$ cat src/rtl/lsu_ctrl_if.sv
// Core/bus signal bundle for the load/store unit.
//
// Handshakes:
//   Core request: a request transfers on a rising clk edge where req_valid and
//   req_ready are both high; req_* fields must be held stable while req_valid
//   is high and req_ready is low.
//   Core response: resp_valid is a single-cycle pulse; resp_rdata/resp_err are
//   meaningful in that cycle and stay unchanged until the next pulse.
//   Bus request: bus_req stays high with bus_addr/bus_we/bus_wdata/bus_wstrb
//   stable until an edge where bus_gnt is high; that edge transfers the request.
//   Bus completion: bus_rvalid high on an edge completes the granted transfer
//   (bus_rdata carries the read word for loads).
interface lsu_ctrl_if #(
    parameter int ADDR_W = 32,
    parameter int DATA_W = 32
);
    // core side
    logic              req_valid;
    logic              req_ready;
    logic              req_wen;
    logic [1:0]        req_size;
    logic              req_sext;
    logic [ADDR_W-1:0] req_addr;
    logic [DATA_W-1:0] req_wdata;
    logic              resp_valid;
    logic [DATA_W-1:0] resp_rdata;
    logic              resp_err;
    // bus side
    logic              bus_req;
    logic              bus_gnt;
    logic              bus_we;
    logic [ADDR_W-1:0] bus_addr;
    logic [DATA_W-1:0] bus_wdata;
    logic [3:0]        bus_wstrb;
    logic              bus_rvalid;
    logic [DATA_W-1:0] bus_rdata;

    // LSU view
    modport slave (
        input  req_valid, req_wen, req_size, req_sext, req_addr, req_wdata,
        output req_ready, resp_valid, resp_rdata, resp_err,
        output bus_req, bus_we, bus_addr, bus_wdata, bus_wstrb,
        input  bus_gnt, bus_rvalid, bus_rdata
    );

    // Environment view (core + memory bus)
    modport master (
        output req_valid, req_wen, req_size, req_sext, req_addr, req_wdata,
        input  req_ready, resp_valid, resp_rdata, resp_err,
        input  bus_req, bus_we, bus_addr, bus_wdata, bus_wstrb,
        output bus_gnt, bus_rvalid, bus_rdata
    );
endinterface

$ cat src/rtl/lsu_ctrl.sv
// Load/store unit: accepts one core access at a time, runs it on the
// word-wide handshaked bus, aligns/extends load data and pulses resp_valid.
// Only DATA_W = 32 is supported.
module lsu_ctrl #(
    parameter int ADDR_W = 32,
    parameter int DATA_W = 32
) (
    input  logic       clk,
    input  logic       rst,
    lsu_ctrl_if.slave  lsu,
    output logic [1:0] o_state
);

    typedef enum logic [1:0] {
        S_IDLE = 2'd0,
        S_REQ  = 2'd1,
        S_WAIT = 2'd2,
        S_RESP = 2'd3
    } state_t;

    state_t            r_state;
    state_t            w_next;

    // latched request
    logic              r_wen;
    logic              r_sext;
    logic              r_err;
    logic [1:0]        r_size;
    logic [1:0]        r_lane;
    logic [ADDR_W-1:0] r_bus_addr;
    logic [DATA_W-1:0] r_bus_wdata;
    logic [3:0]        r_bus_wstrb;

    // response registers
    logic [DATA_W-1:0] r_resp_rdata;
    logic              r_resp_err;

    logic              w_accept;
    logic              w_err;
    logic [DATA_W-1:0] w_wdata_lane;
    logic [3:0]        w_wstrb;
    logic [7:0]        w_byte;
    logic [15:0]       w_half;
    logic [DATA_W-1:0] w_load_data;

    assign w_accept = lsu.req_valid && (r_state == S_IDLE);

    // Decode illegal size and misalignment of the incoming request
    always_comb begin
        w_err = 1'b0;
        case (lsu.req_size)
            2'b01:   w_err = lsu.req_addr[0];
            2'b10:   w_err = (lsu.req_addr[1:0] != 2'b00);
            2'b11:   w_err = 1'b1;
            default: w_err = 1'b0;
        endcase
    end

    // Replicate store data across lanes and build byte enables
    always_comb begin
        w_wdata_lane = '0;
        w_wstrb      = 4'b0000;
        if (lsu.req_wen) begin
            case (lsu.req_size)
                2'b00: begin
                    w_wdata_lane = {4{lsu.req_wdata[7:0]}};
                    w_wstrb      = 4'b0001 << lsu.req_addr[1:0];
                end
                2'b01: begin
                    w_wdata_lane = {2{lsu.req_wdata[15:0]}};
                    w_wstrb      = lsu.req_addr[1] ? 4'b1100 : 4'b0011;
                end
                2'b10: begin
                    w_wdata_lane = lsu.req_wdata;
                    w_wstrb      = 4'b1111;
                end
                default: begin
                    w_wdata_lane = '0;
                    w_wstrb      = 4'b0000;
                end
            endcase
        end
    end

    // Select the addressed lane of the read word and extend it
    always_comb begin
        w_byte      = 8'h00;
        w_half      = 16'h0000;
        w_load_data = '0;
        case (r_lane)
            2'd0:    w_byte = lsu.bus_rdata[7:0];
            2'd1:    w_byte = lsu.bus_rdata[15:8];
            2'd2:    w_byte = lsu.bus_rdata[23:16];
            default: w_byte = lsu.bus_rdata[31:24];
        endcase
        w_half = r_lane[1] ? lsu.bus_rdata[31:16] : lsu.bus_rdata[15:0];
        case (r_size)
            2'b00:   w_load_data = {{24{r_sext & w_byte[7]}}, w_byte};
            2'b01:   w_load_data = {{16{r_sext & w_half[15]}}, w_half};
            default: w_load_data = lsu.bus_rdata;
        endcase
    end

    // State register
    always_ff @(posedge clk) begin
        if (rst) begin
            r_state <= S_IDLE;
        end else begin
            r_state <= w_next;
        end
    end

    // Next-state logic. A rejected access (misaligned / illegal size) spends
    // one cycle in WAIT without touching the bus, which gives it a fixed
    // accept-to-response latency of two cycles; bus_rvalid is ignored there.
    always_comb begin
        w_next = r_state;
        case (r_state)
            S_IDLE: if (lsu.req_valid) w_next = w_err ? S_WAIT : S_REQ;
            S_REQ:  if (lsu.bus_gnt) w_next = S_WAIT;
            S_WAIT: if (r_err || lsu.bus_rvalid) w_next = S_RESP;
            S_RESP: w_next = S_IDLE;
            default: w_next = S_IDLE;
        endcase
    end

    // Latch the request on accept and capture the response on WAIT exit
    always_ff @(posedge clk) begin
        if (rst) begin
            r_wen        <= 1'b0;
            r_sext       <= 1'b0;
            r_err        <= 1'b0;
            r_size       <= 2'b00;
            r_lane       <= 2'b00;
            r_bus_addr   <= '0;
            r_bus_wdata  <= '0;
            r_bus_wstrb  <= 4'b0000;
            r_resp_rdata <= '0;
            r_resp_err   <= 1'b0;
        end else begin
            if (w_accept) begin
                r_wen       <= lsu.req_wen;
                r_sext      <= lsu.req_sext;
                r_err       <= w_err;
                r_size      <= lsu.req_size;
                r_lane      <= lsu.req_addr[1:0];
                r_bus_addr  <= {lsu.req_addr[ADDR_W-1:2], 2'b00};
                r_bus_wdata <= w_wdata_lane;
                r_bus_wstrb <= w_wstrb;
            end
            if ((r_state == S_WAIT) && (w_next == S_RESP)) begin
                r_resp_err   <= r_err;
                r_resp_rdata <= (r_err || r_wen) ? '0 : w_load_data;
            end
        end
    end

    // Outputs decoded from state; bus fields come straight from the latch
    assign lsu.req_ready  = (r_state == S_IDLE);
    assign lsu.resp_valid = (r_state == S_RESP);
    assign lsu.resp_rdata = r_resp_rdata;
    assign lsu.resp_err   = r_resp_err;
    assign lsu.bus_req    = (r_state == S_REQ);
    assign lsu.bus_we     = (r_state == S_REQ) && r_wen;
    assign lsu.bus_addr   = r_bus_addr;
    assign lsu.bus_wdata  = r_bus_wdata;
    assign lsu.bus_wstrb  = r_bus_wstrb;
    assign o_state        = r_state;

endmodule

$ cat src/flat_wrapper.sv
// flat-port wrapper written by rule: the top's interface ports become plain ports
module lsu_ctrl_flat 
#(
    parameter int ADDR_W = 32,
    parameter int DATA_W = 32
)
  (clk, rst, o_state, lsu_req_valid, lsu_req_wen, lsu_req_size, lsu_req_sext, lsu_req_addr, lsu_req_wdata, lsu_req_ready, lsu_resp_valid, lsu_resp_rdata, lsu_resp_err, lsu_bus_req, lsu_bus_we, lsu_bus_addr, lsu_bus_wdata, lsu_bus_wstrb, lsu_bus_gnt, lsu_bus_rvalid, lsu_bus_rdata);
  lsu_ctrl_if #(.ADDR_W(ADDR_W), .DATA_W(DATA_W)) lsu_i ();
  input  logic clk;
  input  logic rst;
  output logic [1:0] o_state;
  input wire logic [$bits(lsu_i.req_valid)-1:0] lsu_req_valid;
  input wire logic [$bits(lsu_i.req_wen)-1:0] lsu_req_wen;
  input wire logic [$bits(lsu_i.req_size)-1:0] lsu_req_size;
  input wire logic [$bits(lsu_i.req_sext)-1:0] lsu_req_sext;
  input wire logic [$bits(lsu_i.req_addr)-1:0] lsu_req_addr;
  input wire logic [$bits(lsu_i.req_wdata)-1:0] lsu_req_wdata;
  output wire logic [$bits(lsu_i.req_ready)-1:0] lsu_req_ready;
  output wire logic [$bits(lsu_i.resp_valid)-1:0] lsu_resp_valid;
  output wire logic [$bits(lsu_i.resp_rdata)-1:0] lsu_resp_rdata;
  output wire logic [$bits(lsu_i.resp_err)-1:0] lsu_resp_err;
  output wire logic [$bits(lsu_i.bus_req)-1:0] lsu_bus_req;
  output wire logic [$bits(lsu_i.bus_we)-1:0] lsu_bus_we;
  output wire logic [$bits(lsu_i.bus_addr)-1:0] lsu_bus_addr;
  output wire logic [$bits(lsu_i.bus_wdata)-1:0] lsu_bus_wdata;
  output wire logic [$bits(lsu_i.bus_wstrb)-1:0] lsu_bus_wstrb;
  input wire logic [$bits(lsu_i.bus_gnt)-1:0] lsu_bus_gnt;
  input wire logic [$bits(lsu_i.bus_rvalid)-1:0] lsu_bus_rvalid;
  input wire logic [$bits(lsu_i.bus_rdata)-1:0] lsu_bus_rdata;
  assign lsu_i.req_valid = lsu_req_valid;
  assign lsu_i.req_wen = lsu_req_wen;
  assign lsu_i.req_size = lsu_req_size;
  assign lsu_i.req_sext = lsu_req_sext;
  assign lsu_i.req_addr = lsu_req_addr;
  assign lsu_i.req_wdata = lsu_req_wdata;
  assign lsu_req_ready = lsu_i.req_ready;
  assign lsu_resp_valid = lsu_i.resp_valid;
  assign lsu_resp_rdata = lsu_i.resp_rdata;
  assign lsu_resp_err = lsu_i.resp_err;
  assign lsu_bus_req = lsu_i.bus_req;
  assign lsu_bus_we = lsu_i.bus_we;
  assign lsu_bus_addr = lsu_i.bus_addr;
  assign lsu_bus_wdata = lsu_i.bus_wdata;
  assign lsu_bus_wstrb = lsu_i.bus_wstrb;
  assign lsu_i.bus_gnt = lsu_bus_gnt;
  assign lsu_i.bus_rvalid = lsu_bus_rvalid;
  assign lsu_i.bus_rdata = lsu_bus_rdata;
  lsu_ctrl #(.ADDR_W(ADDR_W), .DATA_W(DATA_W)) u_core (.clk(clk), .rst(rst), .lsu(lsu_i), .o_state(o_state));
endmodule
$ cat config.mk
export PLATFORM = sky130hd
export DESIGN_NAME = lsu_ctrl_flat
export DESIGN_NICKNAME = d
export VERILOG_FILES = /design/src/rtl/lsu_ctrl_if.sv /design/src/rtl/lsu_ctrl.sv /design/src/flat_wrapper.sv
export SDC_FILE = /design/constraint.sdc
export NUM_CORES = 1
export LEC_CHECK = 0
export ABC_CLOCK_PERIOD_IN_PS = 2100
export CELL_PAD_IN_SITES_DETAIL_PLACEMENT = 1
export CELL_PAD_IN_SITES_GLOBAL_PLACEMENT = 1
export CORE_MARGIN = 3
export CORE_UTILIZATION = 45
export DETAILED_ROUTE_END_ITERATION = 8
export DONT_BUFFER_PORTS = 1
export PLACE_DENSITY = 0.9
export SLEW_MARGIN = 20
export SYNTH_ARGS = -nofsm -noshare
export SYNTH_HDL_FRONTEND = slang
export SYNTH_SLANG_ARGS = --single-unit
$ cat constraint.sdc
create_clock -name clk -period 2.1 [get_ports clk]
set_clock_uncertainty 0.1 [all_clocks]
set_input_delay 0.21 -clock clk [delete_from_list [all_inputs] [get_ports clk]]
set_output_delay 0.21 -clock clk [all_outputs]
set_load 0.02 [all_outputs]
==> flow_metrics.py <==
metrics = {
    "run_status": {
        "status": "finished clean",
    },
    "clock_network": {
        "htreeDepth": 3,
        "cts_sinks": 108,
        "numCtsBuffers": 9,
        "cts_root_buf": "clkbuf_8",
        "post_cts_buffers": 0,
        "cts_tree": "yes",
        "clk_latency_ns": 0.37,
        "clkTransAtPathRegs_ns": 0.11,
        "clk_path_buf_depth": 2,
    },
    "synth": {
        "synth_xor_xnor_area_share": 0,
        "synthCells": 526,
        "synth_compound_area_frac": 0.2859,
        "synth_fa_ha_area_frac": 0,
        "yosysUniqueCellTypes": 45,
        "synthMuxAreaShare": 0.05157,
        "ys_seq_area_frac": 0.4665,
        "synthArstFlopShare": 0,
        "synth-main-ff-cell": "dfxtp_1",
        "ys_ff_latch": 108,
        "mappedNetlistArea_sq_um": 4634,
        "yosys_warnings": 0,
        "synth_area_leader_cell": "dfxtp_1",
        "avgSynthCellArea_sq_um": 8.811,
        "synth-simple-area-share": 0.1463,
        "synth_edf_count": 0,
        "yosys-top-cells-area": "dfxtp_1, o2bb2ai_1, nand2_1",
        "synth_top_family_by_area": "compound AO/OA/AOI/OAI gates",
        "synth_top_area_frac": 0.4665,
    },
    "hold_path": {
        "hp-start": "lsu_req_addr[1]",
        "hold_end": "u_core.lsu.bus_wstrb[2]$_SDFFE_PP0P_",
        "hold_depth": 3,
        "hold_class": "input pin to flop",
    },
    "global_routing": {
        "grt_pass1_vias": 5188,
        "grt_max_degree": 80,
        "antenna_found_initial": 0,
        "grt_use_total": 0.3259,
        "grt_pass1_wl_um": 29210,
        "overflow": 0,
    },
    "sta": {
        "finalWorstSetupSlack_ns": 0.05221,
        "worst_slew_pin_slew_ns": 0.7398,
        "finalSetupViolCount": 0,
        "drv_slew": 0,
        "finalHoldViolCount": 0,
        "relSlewSlack": 0.5045,
        "fmax_ghz": 0.4883,
        "rsz0062_at_grt": "no",
        "finalCritPeriodShare": 0.9751,
        "setup_tns_ns": 0,
        "timing.final.crit_period_ns": 2.048,
    },
    "floorplanning": {
        "die_w_um": 107.5,
        "core-area_sq_um": 9910,
        "die_y_um": 107.5,
        "initial_utilization": 0.4677,
        "die_area_sq_um": 11550,
        "rows": 36,
        "ios": 212,
    },
    "worst_setup_path": {
        "cp_cell_sequence": "mux2i_1 -> o221a_2 -> a21boi_0 -> o2bb2ai_1",
        "critPathBufInv": 0,
        "reg2reg_depth": 4,
        "arrival_ns": 2.19,
        "path_delay_family": "compound AO/OA/AOI/OAI gates",
        "endpoint_kind": "flop",
        "critPathMaxStageDelay_ns": 0.50,
        "reg2reg_from": "u_core.r_lane[0]$_SDFFE_PP0P_",
        "r2r_slack_ns": 0.05,
        "cp_slowest_cell": "dfxtp_1",
        "worst-path-stages": 4,
        "cp.required_ns": 2.25,
        "critPathKind": "flop to flop",
        "crit_path_start_kind": "flop",
        "r2r_end": "u_core.lsu.resp_rdata[9]$_SDFFE_PP0P_",
        "worst-path-max-fanout": 7,
    },
    "cells_and_area": {
        "drive_gt1_frac": 0.09122,
        "area_growth_syn_to_layout_pct": 24.84,
        "final_cell_mix": "dfxtp_1, nand2_1, dlygate4sd3_1",
        "stdcell_area_sq_um": 5786,
        "layout_commonest_cell": "dfxtp_1",
        "fin_nets": 692,
        "fill_cells": 1114,
    },
    "pwr": {
        "vdd_ir_drop_max_mv": 0.4031,
        "power_frac_comb": 0.188,
        "switching_share": 0.3149,
        "leakagePower_uw": 0.002099,
        "p_per_area_nw_per_um2": 784.2,
        "total_power_uw": 4537,
        "p_int_uw": 3109,
        "p_clk_frac": 0.289,
        "seqPwrFrac": 0.523,
        "p_sw_uw": 1429,
    },
    "drt": {
        "finalWirelength_um": 18950,
        "drtPass1Iterations": 5,
        "via_per_inst": 6.346,
        "drcViolationCount": 0,
        "num_vias": 4607,
        "drt-initial-drc-count": 343,
        "drt.antenna.violating_nets": 0,
        "detail_route.wl_per_cell_um": 26.10,
    },
    "placement": {
        "hpwl_um": 10520,
        "io_buffers": 0,
        "pre_cts_slack_ns": 0.1792,
        "place_area_sq_um": 4800,
        "place_congestion": 0.8695,
    },
    "flow_run": {
        "max-cap-violations": 0,
    },
}
## kinds of logic after synthesis
family / after synthesis
buffers and inverters: 50
other: 1
AOI/OAI and AO/OA: 188
muxes: 23
and+or+nand+nor: 156
DFF: 108
## state kept, by name, summed over array words and instances (netlist names)
signal                 cells
u_core.lsu.bus_addr       30
u_core.lsu.bus_wdata      32
u_core.lsu.bus_wstrb       4
u_core.lsu.resp_err        1
u_core.lsu.resp_rdata     32
u_core.o_state             2
u_core.r_err               1
u_core.r_lane              2
u_core.r_sext              1
u_core.r_size              2
u_core.r_wen               1
## Yosys cell counts (4+ instances only)
cell       instances
o21ai_0           20
a22o_1            15
a22oi_1           35
a21oi_1           59
nor2b_1            5
mux2_2             7
buf_1              4
clkbuf_1          26
a21boi_0           7
nor2_1            41
buf_2             12
mux2i_1           16
nand2b_1           7
dfxtp_1          108
o2bb2ai_1         39
nand2_1           86
## routing by layer
layer | up-vias | share of wire | GRT usage
met2 | 291 | 0.50 | 0.5706
li1 | 2008 | - | -
met4 | 0 | 0.050 | 0.1966
met1 | 2229 | 0.35 | 0.3416
met5 | - | 0 | 0
met3 | 79 | 0.091 | 0.09718
## power groups by stage
stage          combinational (uW)  clock [uW]  sequential (uW)
6_report                      851        1310             2370
4_1_cts                       799        1310             2370
3_3_place_gp                  602           0             2410
5_1_grt                       919        1410             2390
2_1_floorplan                 499           0             2380
3_5_place_dp                  643           0             2410
## timing repair
action,in CTS,in global routing
hold endpoints to repair,101,0
hold buffers,76,0
gates resized for setup,0,3
endpoints found under the setup margin,0,16
## final cells by class
class	instances	area, sq um	area share
Multi-Input combinational cell	369	2268	0.3921
Sequential cell	108	2163	0.3739
Timing Repair Buffer	96	978.4	0.1691
Tap cell	133	166.4	0.02876
Clock buffer	13	148.9	0.02574
Clock inverter	3	46.29	0.008002
Inverter	3	11.26	0.001946
Antenna cell	1	2.502	0.0004325
## stage by stage
step                      hold slack (ns)  instances    util
after floorplan                    0.2460        527       -
after global placement             0.1845        633  0.4843
after detailed placement           0.1873        633  0.4843
after CTS                        0.001157        725  0.5826
after global routing              0.01289        725  0.5836
final                             0.01225        726  0.5838
## worst register-to-register path, cell delays in order, from the launching register on
cell       delay (ns)
dfxtp_1          0.50
mux2i_1          0.47
o221a_2          0.39
a21boi_0         0.33
o2bb2ai_1        0.13
## worst max path at each step
stage	startpoint	endpoint	slack [ns]
floorplan	u_core.o_state[1]$_SDFF_PP0_	u_core.lsu.bus_wdata[31]$_SDFFE_PP0P_	0.39
CTS	u_core.o_state[0]$_SDFF_PP0_	lsu_bus_we	0.12
finish	u_core.r_lane[0]$_SDFFE_PP0P_	u_core.lsu.resp_rdata[9]$_SDFFE_PP0P_	0.05
detailed placement	u_core.r_sext$_SDFFE_PP0P_	u_core.lsu.resp_rdata[15]$_SDFFE_PP0P_	0.18
global route	u_core.r_lane[0]$_SDFFE_PP0P_	u_core.lsu.resp_rdata[9]$_SDFFE_PP0P_	0.03
global placement	u_core.r_sext$_SDFFE_PP0P_	u_core.lsu.resp_rdata[15]$_SDFFE_PP0P_	0.32
No activity file was read; power rests on OpenSTA's default activity.
